==> config.mk <==
export PLATFORM = sky130hd
export DESIGN_NAME = stream_arbiter_flat
export DESIGN_NICKNAME = d
export VERILOG_FILES = /design/src/rtl/stream_arb_pkg.sv /design/src/rtl/stream_arbiter_if.sv /design/src/rtl/stream_arb_tag_fifo.sv /design/src/rtl/stream_arbiter.sv /design/src/flat_wrapper.sv
export SDC_FILE = /design/constraint.sdc
export NUM_CORES = 1
export LEC_CHECK = 0
export BUFFER_PORTS_ARGS = -buffer_cell sky130_fd_sc_hd__buf_4
export CELL_PAD_IN_SITES_DETAIL_PLACEMENT = 1
export CELL_PAD_IN_SITES_GLOBAL_PLACEMENT = 1
export CORE_ASPECT_RATIO = 1.4
export CORE_MARGIN = 1
export CORE_UTILIZATION = 25
export DETAILED_ROUTE_END_ITERATION = 10
export PLACE_DENSITY_LB_ADDON = 0.08
export SLEW_MARGIN = 20
export SYNTH_ARGS = -nofsm -noshare
export SYNTH_HDL_FRONTEND = slang
export SYNTH_SLANG_ARGS = --single-unit
==> constraint.sdc <==
create_clock -name clk -period 2.6 [get_ports clk]
set_input_delay 0 -clock clk [delete_from_list [all_inputs] [get_ports clk]]
set_output_delay 0 -clock clk [all_outputs]
set_load 0.005 [all_outputs]
==> src/rtl/stream_arb_pkg.sv <==
// Shared constants and types for the stream arbiter.
//   DEFAULT_NUM_REQ / DEFAULT_DATA_WIDTH / DEFAULT_TAG_DEPTH : default parameters
//   req_idx_t : requester index / tag, wide enough for the largest supported
//               requester count (8)
package stream_arb_pkg;

    localparam int DEFAULT_NUM_REQ    = 4;
    localparam int DEFAULT_DATA_WIDTH = 16;
    localparam int DEFAULT_TAG_DEPTH  = 4;

    localparam int MAX_NUM_REQ = 8;
    localparam int REQ_IDX_W   = $clog2(MAX_NUM_REQ);

    typedef logic [REQ_IDX_W-1:0] req_idx_t;

endpackage

==> src/rtl/stream_arbiter_if.sv <==
// Handshake bundle between the requesters, the shared datapath and the arbiter.
//   req_data / req_valid / req_ready : per-requester request streams
//   dp_in_*                          : arbitrated stream into the datapath
//   dp_out_*                         : datapath result stream
//   rsp_data / rsp_valid / rsp_ready : per-requester result streams
// Modports: slave = arbiter side, master = environment (requesters + datapath).
interface stream_arbiter_if
    import stream_arb_pkg::*;
#(
    parameter int NUM_REQ    = DEFAULT_NUM_REQ,
    parameter int DATA_WIDTH = DEFAULT_DATA_WIDTH
) ();

    logic [NUM_REQ-1:0][DATA_WIDTH-1:0] req_data;
    logic [NUM_REQ-1:0]                 req_valid;
    logic [NUM_REQ-1:0]                 req_ready;

    logic [DATA_WIDTH-1:0]              dp_in_data;
    logic                               dp_in_valid;
    logic                               dp_in_ready;

    logic [DATA_WIDTH-1:0]              dp_out_data;
    logic                               dp_out_valid;
    logic                               dp_out_ready;

    logic [DATA_WIDTH-1:0]              rsp_data;
    logic [NUM_REQ-1:0]                 rsp_valid;
    logic [NUM_REQ-1:0]                 rsp_ready;

    modport slave (
        input  req_data, req_valid, dp_in_ready, dp_out_data, dp_out_valid, rsp_ready,
        output req_ready, dp_in_data, dp_in_valid, dp_out_ready, rsp_data, rsp_valid
    );

    modport master (
        output req_data, req_valid, dp_in_ready, dp_out_data, dp_out_valid, rsp_ready,
        input  req_ready, dp_in_data, dp_in_valid, dp_out_ready, rsp_data, rsp_valid
    );

endinterface

==> src/rtl/stream_arb_tag_fifo.sv <==
// In-order tag FIFO: remembers which requester owns each issued transaction.
//   clk, rst_n       : clock, asynchronous active-low reset
//   push_i/push_tag_i: enqueue a tag (ignored when full)
//   pop_i            : dequeue the head tag (ignored when empty)
//   head_tag_o       : tag at the head (only meaningful when not empty)
//   full_o, empty_o  : occupancy flags
//   count_o          : number of stored tags
module stream_arb_tag_fifo
    import stream_arb_pkg::*;
#(
    parameter int DEPTH = DEFAULT_TAG_DEPTH
) (
    input  logic                   clk,
    input  logic                   rst_n,
    input  logic                   push_i,
    input  req_idx_t               push_tag_i,
    input  logic                   pop_i,
    output req_idx_t               head_tag_o,
    output logic                   full_o,
    output logic                   empty_o,
    output logic [$clog2(DEPTH):0] count_o
);

    localparam int PTR_W = $clog2(DEPTH);
    localparam int CNT_W = PTR_W + 1;

    req_idx_t           mem_q [DEPTH];
    logic [PTR_W-1:0]   wr_ptr_q, wr_ptr_d;
    logic [PTR_W-1:0]   rd_ptr_q, rd_ptr_d;
    logic [CNT_W-1:0]   count_q, count_d;
    logic               do_push, do_pop;

    assign full_o     = (count_q == CNT_W'(DEPTH));
    assign empty_o    = (count_q == '0);
    assign count_o    = count_q;
    assign head_tag_o = mem_q[rd_ptr_q];

    assign do_push = push_i && !full_o;
    assign do_pop  = pop_i && !empty_o;

    // DEPTH is a power of two, so the pointers wrap naturally.
    always_comb begin
        wr_ptr_d = wr_ptr_q;
        rd_ptr_d = rd_ptr_q;
        count_d  = count_q;
        if (do_push) wr_ptr_d = wr_ptr_q + PTR_W'(1);
        if (do_pop)  rd_ptr_d = rd_ptr_q + PTR_W'(1);
        case ({do_push, do_pop})
            2'b10:   count_d = count_q + CNT_W'(1);
            2'b01:   count_d = count_q - CNT_W'(1);
            default: count_d = count_q;
        endcase
    end

    always_ff @(posedge clk or negedge rst_n) begin
        if (!rst_n) begin
            wr_ptr_q <= '0;
            rd_ptr_q <= '0;
            count_q  <= '0;
        end else begin
            wr_ptr_q <= wr_ptr_d;
            rd_ptr_q <= rd_ptr_d;
            count_q  <= count_d;
        end
    end

    // Storage needs no reset: entries are only read while count_q covers them.
    always_ff @(posedge clk) begin
        if (do_push) mem_q[wr_ptr_q] <= push_tag_i;
    end

endmodule

==> src/rtl/stream_arbiter.sv <==
// Round-robin arbiter sharing one pipelined datapath among NUM_REQ requesters,
// routing results back in order using a tag FIFO.
//   clk, rst_n  : clock, asynchronous active-low reset
//   bus         : handshake bundle (stream_arbiter_if.slave)
//   outstanding : issued but not yet returned transactions
//   orphan_err  : sticky, a result arrived while no tag was outstanding
//   grant_cnt   : per-requester acceptance counters (16 bit, wrapping)
// Optional feature: define STREAM_ARB_STATS_EN to build the grant counters;
// otherwise grant_cnt is tied to zero.
module stream_arbiter
    import stream_arb_pkg::*;
#(
    parameter int NUM_REQ    = DEFAULT_NUM_REQ,
    parameter int DATA_WIDTH = DEFAULT_DATA_WIDTH,
    parameter int TAG_DEPTH  = DEFAULT_TAG_DEPTH
) (
    input  logic                         clk,
    input  logic                         rst_n,
    stream_arbiter_if.slave              bus,
    output logic [$clog2(TAG_DEPTH):0]   outstanding,
    output logic                         orphan_err,
    output logic [NUM_REQ-1:0][15:0]     grant_cnt
);

    localparam int CNT_W = $clog2(TAG_DEPTH) + 1;

    req_idx_t               last_grant_q, last_grant_d;
    req_idx_t               winner;
    logic                   any_valid;
    logic                   can_accept;
    logic                   accept;
    logic [DATA_WIDTH-1:0]  win_data;
    logic [NUM_REQ-1:0]     req_ready;

    logic [DATA_WIDTH-1:0]  dp_in_data_q, dp_in_data_d;
    logic                   dp_in_valid_q, dp_in_valid_d;

    req_idx_t               head_tag;
    logic                   fifo_full, fifo_empty;
    logic [CNT_W-1:0]       fifo_count;
    logic                   head_ready;
    logic                   dp_out_ready;
    logic                   pop;
    logic [NUM_REQ-1:0]     rsp_valid;
    logic                   orphan_q, orphan_d;

    // Round-robin search from last_grant+1. Iterating the offset downwards lets
    // the closest valid requester make the final (winning) assignment.
    always_comb begin
        winner    = '0;
        any_valid = 1'b0;
        for (int k = NUM_REQ; k >= 1; k--) begin
            for (int i = 0; i < NUM_REQ; i++) begin
                if (i == (int'(last_grant_q) + k) % NUM_REQ && bus.req_valid[i]) begin
                    winner    = req_idx_t'(i);
                    any_valid = 1'b1;
                end
            end
        end
    end

    always_comb begin
        win_data = '0;
        for (int i = 0; i < NUM_REQ; i++) begin
            if (winner == req_idx_t'(i)) win_data = bus.req_data[i];
        end
    end

    // rst_n gates the ready so nothing looks acceptable while reset is held.
    // Fullness uses the pre-pop count: a slot freed this cycle is usable next cycle.
    assign can_accept = rst_n && !fifo_full && (!dp_in_valid_q || bus.dp_in_ready);
    assign accept     = can_accept && any_valid;

    always_comb begin
        req_ready = '0;
        for (int i = 0; i < NUM_REQ; i++) begin
            req_ready[i] = accept && (winner == req_idx_t'(i));
        end
    end

    always_comb begin
        dp_in_valid_d = dp_in_valid_q;
        dp_in_data_d  = dp_in_data_q;
        last_grant_d  = last_grant_q;
        if (accept) begin
            dp_in_valid_d = 1'b1;
            dp_in_data_d  = win_data;
            last_grant_d  = winner;
        end else if (bus.dp_in_ready) begin
            dp_in_valid_d = 1'b0;
        end
    end

    stream_arb_tag_fifo #(
        .DEPTH (TAG_DEPTH)
    ) u_tag_fifo (
        .clk        (clk),
        .rst_n      (rst_n),
        .push_i     (accept),
        .push_tag_i (winner),
        .pop_i      (pop),
        .head_tag_o (head_tag),
        .full_o     (fifo_full),
        .empty_o    (fifo_empty),
        .count_o    (fifo_count)
    );

    always_comb begin
        rsp_valid  = '0;
        head_ready = 1'b0;
        for (int i = 0; i < NUM_REQ; i++) begin
            if (head_tag == req_idx_t'(i)) begin
                rsp_valid[i] = !fifo_empty && bus.dp_out_valid;
                head_ready   = bus.rsp_ready[i];
            end
        end
    end

    assign dp_out_ready = !fifo_empty && head_ready;
    assign pop          = bus.dp_out_valid && dp_out_ready;
    assign orphan_d     = orphan_q || (bus.dp_out_valid && fifo_empty);

    always_ff @(posedge clk or negedge rst_n) begin
        if (!rst_n) begin
            dp_in_valid_q <= 1'b0;
            dp_in_data_q  <= '0;
            last_grant_q  <= req_idx_t'(NUM_REQ - 1);
            orphan_q      <= 1'b0;
        end else begin
            dp_in_valid_q <= dp_in_valid_d;
            dp_in_data_q  <= dp_in_data_d;
            last_grant_q  <= last_grant_d;
            orphan_q      <= orphan_d;
        end
    end

`ifdef STREAM_ARB_STATS_EN
    logic [NUM_REQ-1:0][15:0] grant_cnt_q, grant_cnt_d;

    always_comb begin
        grant_cnt_d = grant_cnt_q;
        for (int i = 0; i < NUM_REQ; i++) begin
            if (accept && winner == req_idx_t'(i)) grant_cnt_d[i] = grant_cnt_q[i] + 16'd1;
        end
    end

    always_ff @(posedge clk or negedge rst_n) begin
        if (!rst_n) grant_cnt_q <= '0;
        else        grant_cnt_q <= grant_cnt_d;
    end

    assign grant_cnt = grant_cnt_q;
`else
    assign grant_cnt = '0;
`endif

    assign bus.req_ready    = req_ready;
    assign bus.dp_in_valid  = dp_in_valid_q;
    assign bus.dp_in_data   = dp_in_data_q;
    assign bus.dp_out_ready = dp_out_ready;
    assign bus.rsp_valid    = rsp_valid;
    assign bus.rsp_data     = bus.dp_out_data;
    assign outstanding      = fifo_count;
    assign orphan_err       = orphan_q;

endmodule

==> src/flat_wrapper.sv <==
// flat-port wrapper written by rule: the top's interface ports become plain ports
module stream_arbiter_flat import stream_arb_pkg::*;
#(
    parameter int NUM_REQ    = DEFAULT_NUM_REQ,
    parameter int DATA_WIDTH = DEFAULT_DATA_WIDTH,
    parameter int TAG_DEPTH  = DEFAULT_TAG_DEPTH
)
  (clk, rst_n, outstanding, orphan_err, grant_cnt, bus_req_data, bus_req_valid, bus_dp_in_ready, bus_dp_out_data, bus_dp_out_valid, bus_rsp_ready, bus_req_ready, bus_dp_in_data, bus_dp_in_valid, bus_dp_out_ready, bus_rsp_data, bus_rsp_valid);
  stream_arbiter_if #(.NUM_REQ(NUM_REQ), .DATA_WIDTH(DATA_WIDTH)) bus_i ();
  input  logic clk;
  input  logic rst_n;
  output logic [$clog2(TAG_DEPTH):0] outstanding;
  output logic orphan_err;
  output logic [NUM_REQ-1:0][15:0] grant_cnt;
  input wire logic [$bits(bus_i.req_data)-1:0] bus_req_data;
  input wire logic [$bits(bus_i.req_valid)-1:0] bus_req_valid;
  input wire logic [$bits(bus_i.dp_in_ready)-1:0] bus_dp_in_ready;
  input wire logic [$bits(bus_i.dp_out_data)-1:0] bus_dp_out_data;
  input wire logic [$bits(bus_i.dp_out_valid)-1:0] bus_dp_out_valid;
  input wire logic [$bits(bus_i.rsp_ready)-1:0] bus_rsp_ready;
  output wire logic [$bits(bus_i.req_ready)-1:0] bus_req_ready;
  output wire logic [$bits(bus_i.dp_in_data)-1:0] bus_dp_in_data;
  output wire logic [$bits(bus_i.dp_in_valid)-1:0] bus_dp_in_valid;
  output wire logic [$bits(bus_i.dp_out_ready)-1:0] bus_dp_out_ready;
  output wire logic [$bits(bus_i.rsp_data)-1:0] bus_rsp_data;
  output wire logic [$bits(bus_i.rsp_valid)-1:0] bus_rsp_valid;
  assign bus_i.req_data = bus_req_data;
  assign bus_i.req_valid = bus_req_valid;
  assign bus_i.dp_in_ready = bus_dp_in_ready;
  assign bus_i.dp_out_data = bus_dp_out_data;
  assign bus_i.dp_out_valid = bus_dp_out_valid;
  assign bus_i.rsp_ready = bus_rsp_ready;
  assign bus_req_ready = bus_i.req_ready;
  assign bus_dp_in_data = bus_i.dp_in_data;
  assign bus_dp_in_valid = bus_i.dp_in_valid;
  assign bus_dp_out_ready = bus_i.dp_out_ready;
  assign bus_rsp_data = bus_i.rsp_data;
  assign bus_rsp_valid = bus_i.rsp_valid;
  stream_arbiter #(.NUM_REQ(NUM_REQ), .DATA_WIDTH(DATA_WIDTH), .TAG_DEPTH(TAG_DEPTH)) u_core (.clk(clk), .rst_n(rst_n), .bus(bus_i), .outstanding(outstanding), .orphan_err(orphan_err), .grant_cnt(grant_cnt));
endmodule
# ---- After elaboration in Yosys (flattened, before gate mapping)
# Memory sizes are Yosys's and may differ from the RTL's.
# Cells that the tools add are included.
dict set report totals {
  output_inout_bits 110
  ram_bits 8
  mem_count 1
  inputBits 92
  regBits 27
}
# name words width read_ports rd_clocked_by_memory_dff wr line_no
set memory_table {}
lappend memory_table {u_core.u_tag_fifo.mem_q 4 2 1 0 1 stream_arb_tag_fifo.sv:27} ;# req_idx_t mem_q [DEPTH];
dict set report classes {
  n_reduce_logical 47
  bitwise_logic 4
  mux 48
  eq_ne 21
  addsub 8
}
# operator count
set op_table {}
lappend op_table {{$logic_not 32->1} 4}
lappend op_table {{$mux 16} 4}
lappend op_table {{$logic_and 1x1->1} 29}
lappend op_table {{$mux 1} 29}
lappend op_table {{$mux 2} 14}
lappend op_table {{$eq 3x3->1 const A} 8}
lappend op_table {{$eq 2x3->1 const A} 4}
lappend op_table {{$logic_not 3->1} 3}
lappend op_table {{$add 2x1->2 const B} 4}
lappend op_table {{$reduce_or 2->1} 4}
lappend op_table {{$eq 2x2->1 const B} 3}
lappend op_table {{$eq 3x2->1 const B} 2}
lappend op_table {{$pmux 3 s2} 1}
lappend op_table {{$add 2x2->2 const B} 2}
lappend op_table {{$and 1x1->1 const A} 4}
lappend op_table {{$eq 2x1->1 const B} 2}
lappend op_table {{$reduce_bool 2->1} 2}
lappend op_table {{$add 3x1->3 const B} 1}
lappend op_table {{$eq 3x1->1 const B} 1}
lappend op_table {{$eq 3x3->1 const B} 1}
lappend op_table {{$logic_not 1->1} 3}
lappend op_table {{$sub 3x1->3 const B} 1}
lappend op_table {{$logic_or 1x1->1} 2}

# ---- Longest topological paths before layout
dict set report depth {
  word_depth 25
  depth_mapped 11
  mapped_depth_nobuf 10
}

# ---- Hierarchy
# From an unflattened synthesis, not the netlist that was laid out.
dict set report unflattened {
  hier_cells 293
  area_unflattened_um2 2947.8
}
# mod cells_each instances area_per_inst_um2
set modules_own_cells {}
lappend modules_own_cells {stream_arbiter 240 1 2073.2}
lappend modules_own_cells {stream_arb_tag_fifo 53 1 874.6}

# ---- Worst setup path after synthesis
# No wires, ideal clock.
dict set report synth_path {
  kind {register -> register}
  from {register u_core.u_tag_fifo.rd_ptr_q[0]}
  to {register u_core.u_tag_fifo.count_q[2] (netlist: u_core.u_tag_fifo.count_o[2])}
  arrival_ns 2.522
  stages_incl_launch_ff 10
  path_buffers 0
  setup_time_ns 0.079
  slack_ns -0.001
  required_ns 2.521
  cell_sequence {dfrtp_1 > mux4_2 > or3b_4 > o22ai_2 > ha_1 > inv_1 > fa_1 > xor2_1 > nor2_1 > xor2_1}
}
dict set report synth_via {
  elab_chain_cells 11
  elab_cells_between_ends 16
  classes_between {eq/ne (5); mux (5); reduce/logical (5); memory (1)}
}
# element line_no
set synth_lines {}
lappend synth_lines {{from (decl)} stream_arb_tag_fifo.sv:29} ;# logic [PTR_W-1:0] rd_ptr_q, rd_ptr_d;
lappend synth_lines {{from (signal assigned)} stream_arb_tag_fifo.sv:62} ;# rd_ptr_q <= rd_ptr_d;
lappend synth_lines {{$mem_v2 4x2 *} -}
lappend synth_lines {{$logic_not 3->1} stream_arbiter.sv:112} ;# if (head_tag == req_idx_t'(i)) begin
lappend synth_lines {{$mux 1 (3 in series)} stream_arbiter.sv:112}
lappend synth_lines {{$mux 1 *} stream_arbiter.sv:112}
lappend synth_lines {{$logic_and 1x1->1 *} stream_arbiter.sv:119} ;# assign dp_out_ready = !fifo_empty && head_ready;
lappend synth_lines {{$logic_and 1x1->1 *} stream_arbiter.sv:120} ;# assign pop = bus.dp_out_valid && dp_out_ready;
lappend synth_lines {{$logic_and 1x1->1 *} stream_arb_tag_fifo.sv:39} ;# assign do_pop = pop_i && !empty_o;
lappend synth_lines {{named net u_core.u_tag_fifo.do_pop} stream_arb_tag_fifo.sv:31} ;# logic do_push, do_pop;
lappend synth_lines {{$eq 2x1->1 or $eq 2x2->1 (tied branches)} stream_arb_tag_fifo.sv:48} ;# case ({do_push, do_pop})
lappend synth_lines {{$pmux 3 s2 or $reduce_bool 2->1 (tied branches)} -}
lappend synth_lines {{to (signal assigned)} stream_arb_tag_fifo.sv:63} ;# count_q <= count_d;
lappend synth_lines {{to (decl)} stream_arb_tag_fifo.sv:30} ;# logic [CNT_W-1:0] count_q, count_d;
# The timed path passes the listed nets; every way through them passes the cells marked *.
# A chain may end at the register's enable or synchronous reset.

# ---- Final worst setup path
# Same ends and word-level chain as after synthesis.

==> impl_summary.md <==
Run status
The flow ran to the end, and the final reports show no timing, DRC or antenna violations.

Yosys
The share of the synthesized area in the top cell type is 22.79%. The synthesized design spends more area on one cell type than any other, namely dfrtp_1. Summing every instance area after synthesis gives 0.002745 mm^2.

The Yosys step of the flow raised 0 warnings. The cell count after synthesis is 314. The synthesized area divided by synthesized cell count is 8.742 um^2. Synthesis inferred 35 register bits.

The portion of the post-synthesis area used by sequential elements is 33.45%. By area the synthesized netlist is led by dfrtp_1 (23%), buf_4 (22%), edfxtp_1 (8.8%), o21ai_0 (6.6%), a32oi_1 (5.1%). The top flip-flop cell by instance count after synthesis is dfrtp_1. Counting flops with a built-in enable in the synthesized netlist gives 8. The number of distinct library cells after synthesis is 42. Of all flip-flops after synthesis, the portion carrying an async set or reset was 77.14%.

Worst setup path
The highest net fanout along the worst path is 2. The type of origin of the critical path is a flip-flop. The number of cell instances on the worst register-to-register path is 9.

The worst path arrival time is 2.72 ns. Tracing the worst setup path back leads to its startpoint at u_core.u_tag_fifo.rd_ptr_q[0]. The endpoint identified for the worst register-to-register timing path is u_core.u_tag_fifo.count_o[2]. The kind of end point of the critical path is a flip-flop. The launching point of the worst reg2reg path is u_core.u_tag_fifo.rd_ptr_q[0]. The setup path with the least slack is of type flip-flop to flip-flop. The reg2reg setup slack is 0.09 ns. At the worst endpoint, the required time is 2.81 ns.

STA
The number of pins with negative max-slew slack in the final report is 0. Derived from the worst setup path, the maximum achievable clock frequency is 398.2 MHz. The clock period minus worst slack is 2.511 ns. The worst slew margin relative to its limit is 59.43%. Of the available clock period, the critical path in the final layout requires 96.58%.

The final hold violation count is 0. Setup repair after global routing could not meet its margin everywhere. The transition time at the pin with the least slew margin is 0.6086 ns. Setup violations remaining at the end of the flow were counted as 0. The clock arrives with 0.004528 ns of skew. The worst setup margin is 0.08896 ns.

Global routing
The remaining global-route overflow is 0. After global routing, the most crowded layer is met2. The via count of the first global-routing pass is 2480.

For this run, global-route usage on met3 was measured as 6.280%. Entering global routing, the biggest net connects 33 pins. Global routing consumed, over all layers together, 13.85% of the routing resources.

The global routing usage on met1 is 15.20%. The first-pass GRT wire length is 12.41 mm. The initial antenna violation count was 0. The global-route met2 utilization is 23.57%.

Final layout
Summing all multi-input logic gate instances after layout gives 0.001389 mm^2. The area taken by flip-flops and latches is 919.6 um^2. The final layout contains 509 nets. Compared with the post-synthesis result, the final layout area differs by 31.86%.

The commonest non-fill, non-tap cell in the layout is buf_4. The number of diodes is 0. The number of filler instances in the final layout is 1294. In the layout the commonest cells are buf_4 (122), conb_1 (64), o21ai_0 (35), nand2_1 (26), dfrtp_1 (24). The finished layout holds 550 standard cells, fillers aside. Of the cells placed in the final design, the portion with a size suffix greater than 1 is 35.44%.

Floorplan
After floorplanning, the core was sized to cover 0.01052 mm^2. Once the floorplan was initialized, standard cells occupied 26.11% of the core. The I/O pin total is 202. Measured along the x axis, the die boundary spans 90.56 um. The count of standard-cell rows is 44. The floorplan step defined a die boundary enclosing 0.01141 mm^2. The floorplan step set the die height to 126.0 um.

Detailed routing
The average vias per placed instance is 4.322. The DRC violation count after routing is 0. The final routed wirelength across all metal layers is 7.886 mm. Summing over every cut layer, the via total after detailed routing is 2377. The number of DRC violations after detailed-routing iteration 0 is 88. The number of nets with antenna violations after detailed routing is 0.

The average routed wire per standard cell is 14.34 um. For this run, the detailed router's first-pass iteration total came to 4.

CTS
The number of sinks driven by the clock tree is 35. The worst-case clock buffer depth is 2. The clock transition at the register clock pins on the worst setup and hold paths after CTS is 0.06 ns.

The clock root buffer master is clkbuf_16. Clock tree synthesis inserted a total of 5 buffers. For the worst-skew pair, the clock arrives at the later sink with an insertion delay of 0.29 ns.

The H-tree generated during clock tree synthesis spans 2 levels. The clock tree from TritonCTS is built.

Hold path
The end of the worst hold path is bus_rsp_data[12]. The beginning of the worst hold path is bus_dp_out_data[12]. The hold path depth is 0. The path class of the lowest-slack min-delay path is input port to primary output.

Place
Counting tap cells, the placed design contains a total of 536 instances. The post-detailed-placement half-perimeter wirelength is 6.032 mm. Routability-driven placement finished with a final weighted congestion of 0.7143.

The count of buffers added on input and output ports is 105. Prior to clock tree synthesis, the placed netlist has a worst setup slack of -0.07666 ns.

Pwr
The overall power consumption is 3.405 mW. The maximum VDD drop is 379.7 uV. The leakage power is 1.763 nW. The power per cell area is 940.7 mW/mm^2.

Job
The tool flagged a number of max-cap violations equal to 0.
[routing by layer]
metal,up-vias,share of wire (%)
li1,1139,-
met1,1121,39
met2,110,49
met3,7,10
met4,0,1.2
met5,-,0
[worst max-delay path by stage]
stage,endpoint,slack [ns]
2_1_floorplan,u_core.u_tag_fifo.count_o[2],0.004
3_3_place_gp,u_core.u_tag_fifo.count_o[2],-0.02
3_5_place_dp,u_core.u_tag_fifo.count_o[2],-0.08
4_1_cts,u_core.u_tag_fifo.count_o[2],0.002
5_1_grt,u_core.u_tag_fifo.count_o[2],-0.03
6_report,u_core.u_tag_fifo.count_o[2],0.09
[layout make-up]
| cell class | count | share of cell area [%] |
|---|---|---|
| Timing Repair Buffer | 124 | 25.86 |
| Tap cell | 138 | 4.770 |
| Multi-Input combinational cell | 236 | 38.37 |
| Clock buffer | 5 | 3.457 |
| Inverter | 9 | 0.9333 |
| Clock inverter | 3 | 1.210 |
| Sequential cell | 35 | 25.41 |
[synthesized netlist by cell type, types with 2 or more instances]
library cell / number
buf_4: 80
o21ai_0: 36
nand2_1: 26
dfrtp_1: 25
and3_1: 19
nand3_1: 17
a32oi_1: 16
clkbuf_1: 11
inv_1: 9
edfxtp_1: 8
buf_2: 6
nor2_1: 6
and2_1: 5
ha_1: 5
a21o_1: 3
mux2i_1: 3
nand2b_1: 3
nor2b_1: 3
nor3_1: 3
xnor2_1: 3
xor2_1: 3
and2b_2: 2
dfstp_2: 2
nand3b_1: 2
[registers in the layout, summed over array words and instances, names as in the netlist]
signal / count
u_core.bus.dp_in_data: 16
u_core.u_tag_fifo.mem_q: 8
u_core.u_tag_fifo.count_o: 3
u_core.last_grant_q: 2
u_core.u_tag_fifo.rd_ptr_q: 2
u_core.u_tag_fifo.wr_ptr_q: 2
u_core.bus.dp_in_valid: 1
u_core.orphan_err: 1
[stage by stage]
| step | TNS, ns | util (%) | hold WS (ns) | area (um^2) |
|---|---|---|---|---|
| floorplan | 0 | - | -0.2956 | 2992 |
| global placement | -0.02193 | 32.21 | 0.00003458 | 3387 |
| detailed placement | -0.07666 | 32.21 | 0.00003458 | 3387 |
| CTS | 0 | 34.15 | 0.00003458 | 3591 |
| global route | -0.02793 | 34.42 | 0.000008866 | 3620 |
| finish | 0 | 34.42 | 0.000001702 | 3620 |
[critical path, cell delays in order, from the launching register on]
cell	delay, ns
dfrtp_2	0.37
mux4_2	0.51
or3b_4	0.43
o22ai_4	0.19
ha_4	0.16
inv_1	0.05
fa_2	0.33
xor2_1	0.14
nor2_1	0.12
xor2_1	0.15
[what timing repair did]
action                                 in CTS  in global routing
pin swaps                                   5                  2
setup endpoints to repair                   1                  1
gates resized for setup                     3                  2
endpoints found under the hold margin      26                  0
buffers inserted                            2                  2
hold buffers                                2                  0
[kinds of logic after synthesis]
logic type | Yosys count | share of synthesized area, %
AND/OR/NAND/NOR | 89 | 17.00
adder cells (fa/ha/maj) | 6 | 3.008
XOR/XNOR | 6 | 1.915
buffers and inverters | 106 | 25.71
flip-flops | 35 | 33.45
multiplexers | 5 | 2.872
other | 1 | 0.1366
AO/OA/AOI/OAI | 66 | 15.91
[power by group]
group | switching, mW | total, mW | internal [mW]
clock | 0.242 | 0.694 | 0.452
combinational | 0.825 | 1.71 | 0.885
sequential | 0.179 | 1.00 | 0.822
No activity file was read; power rests on OpenSTA's default activity.
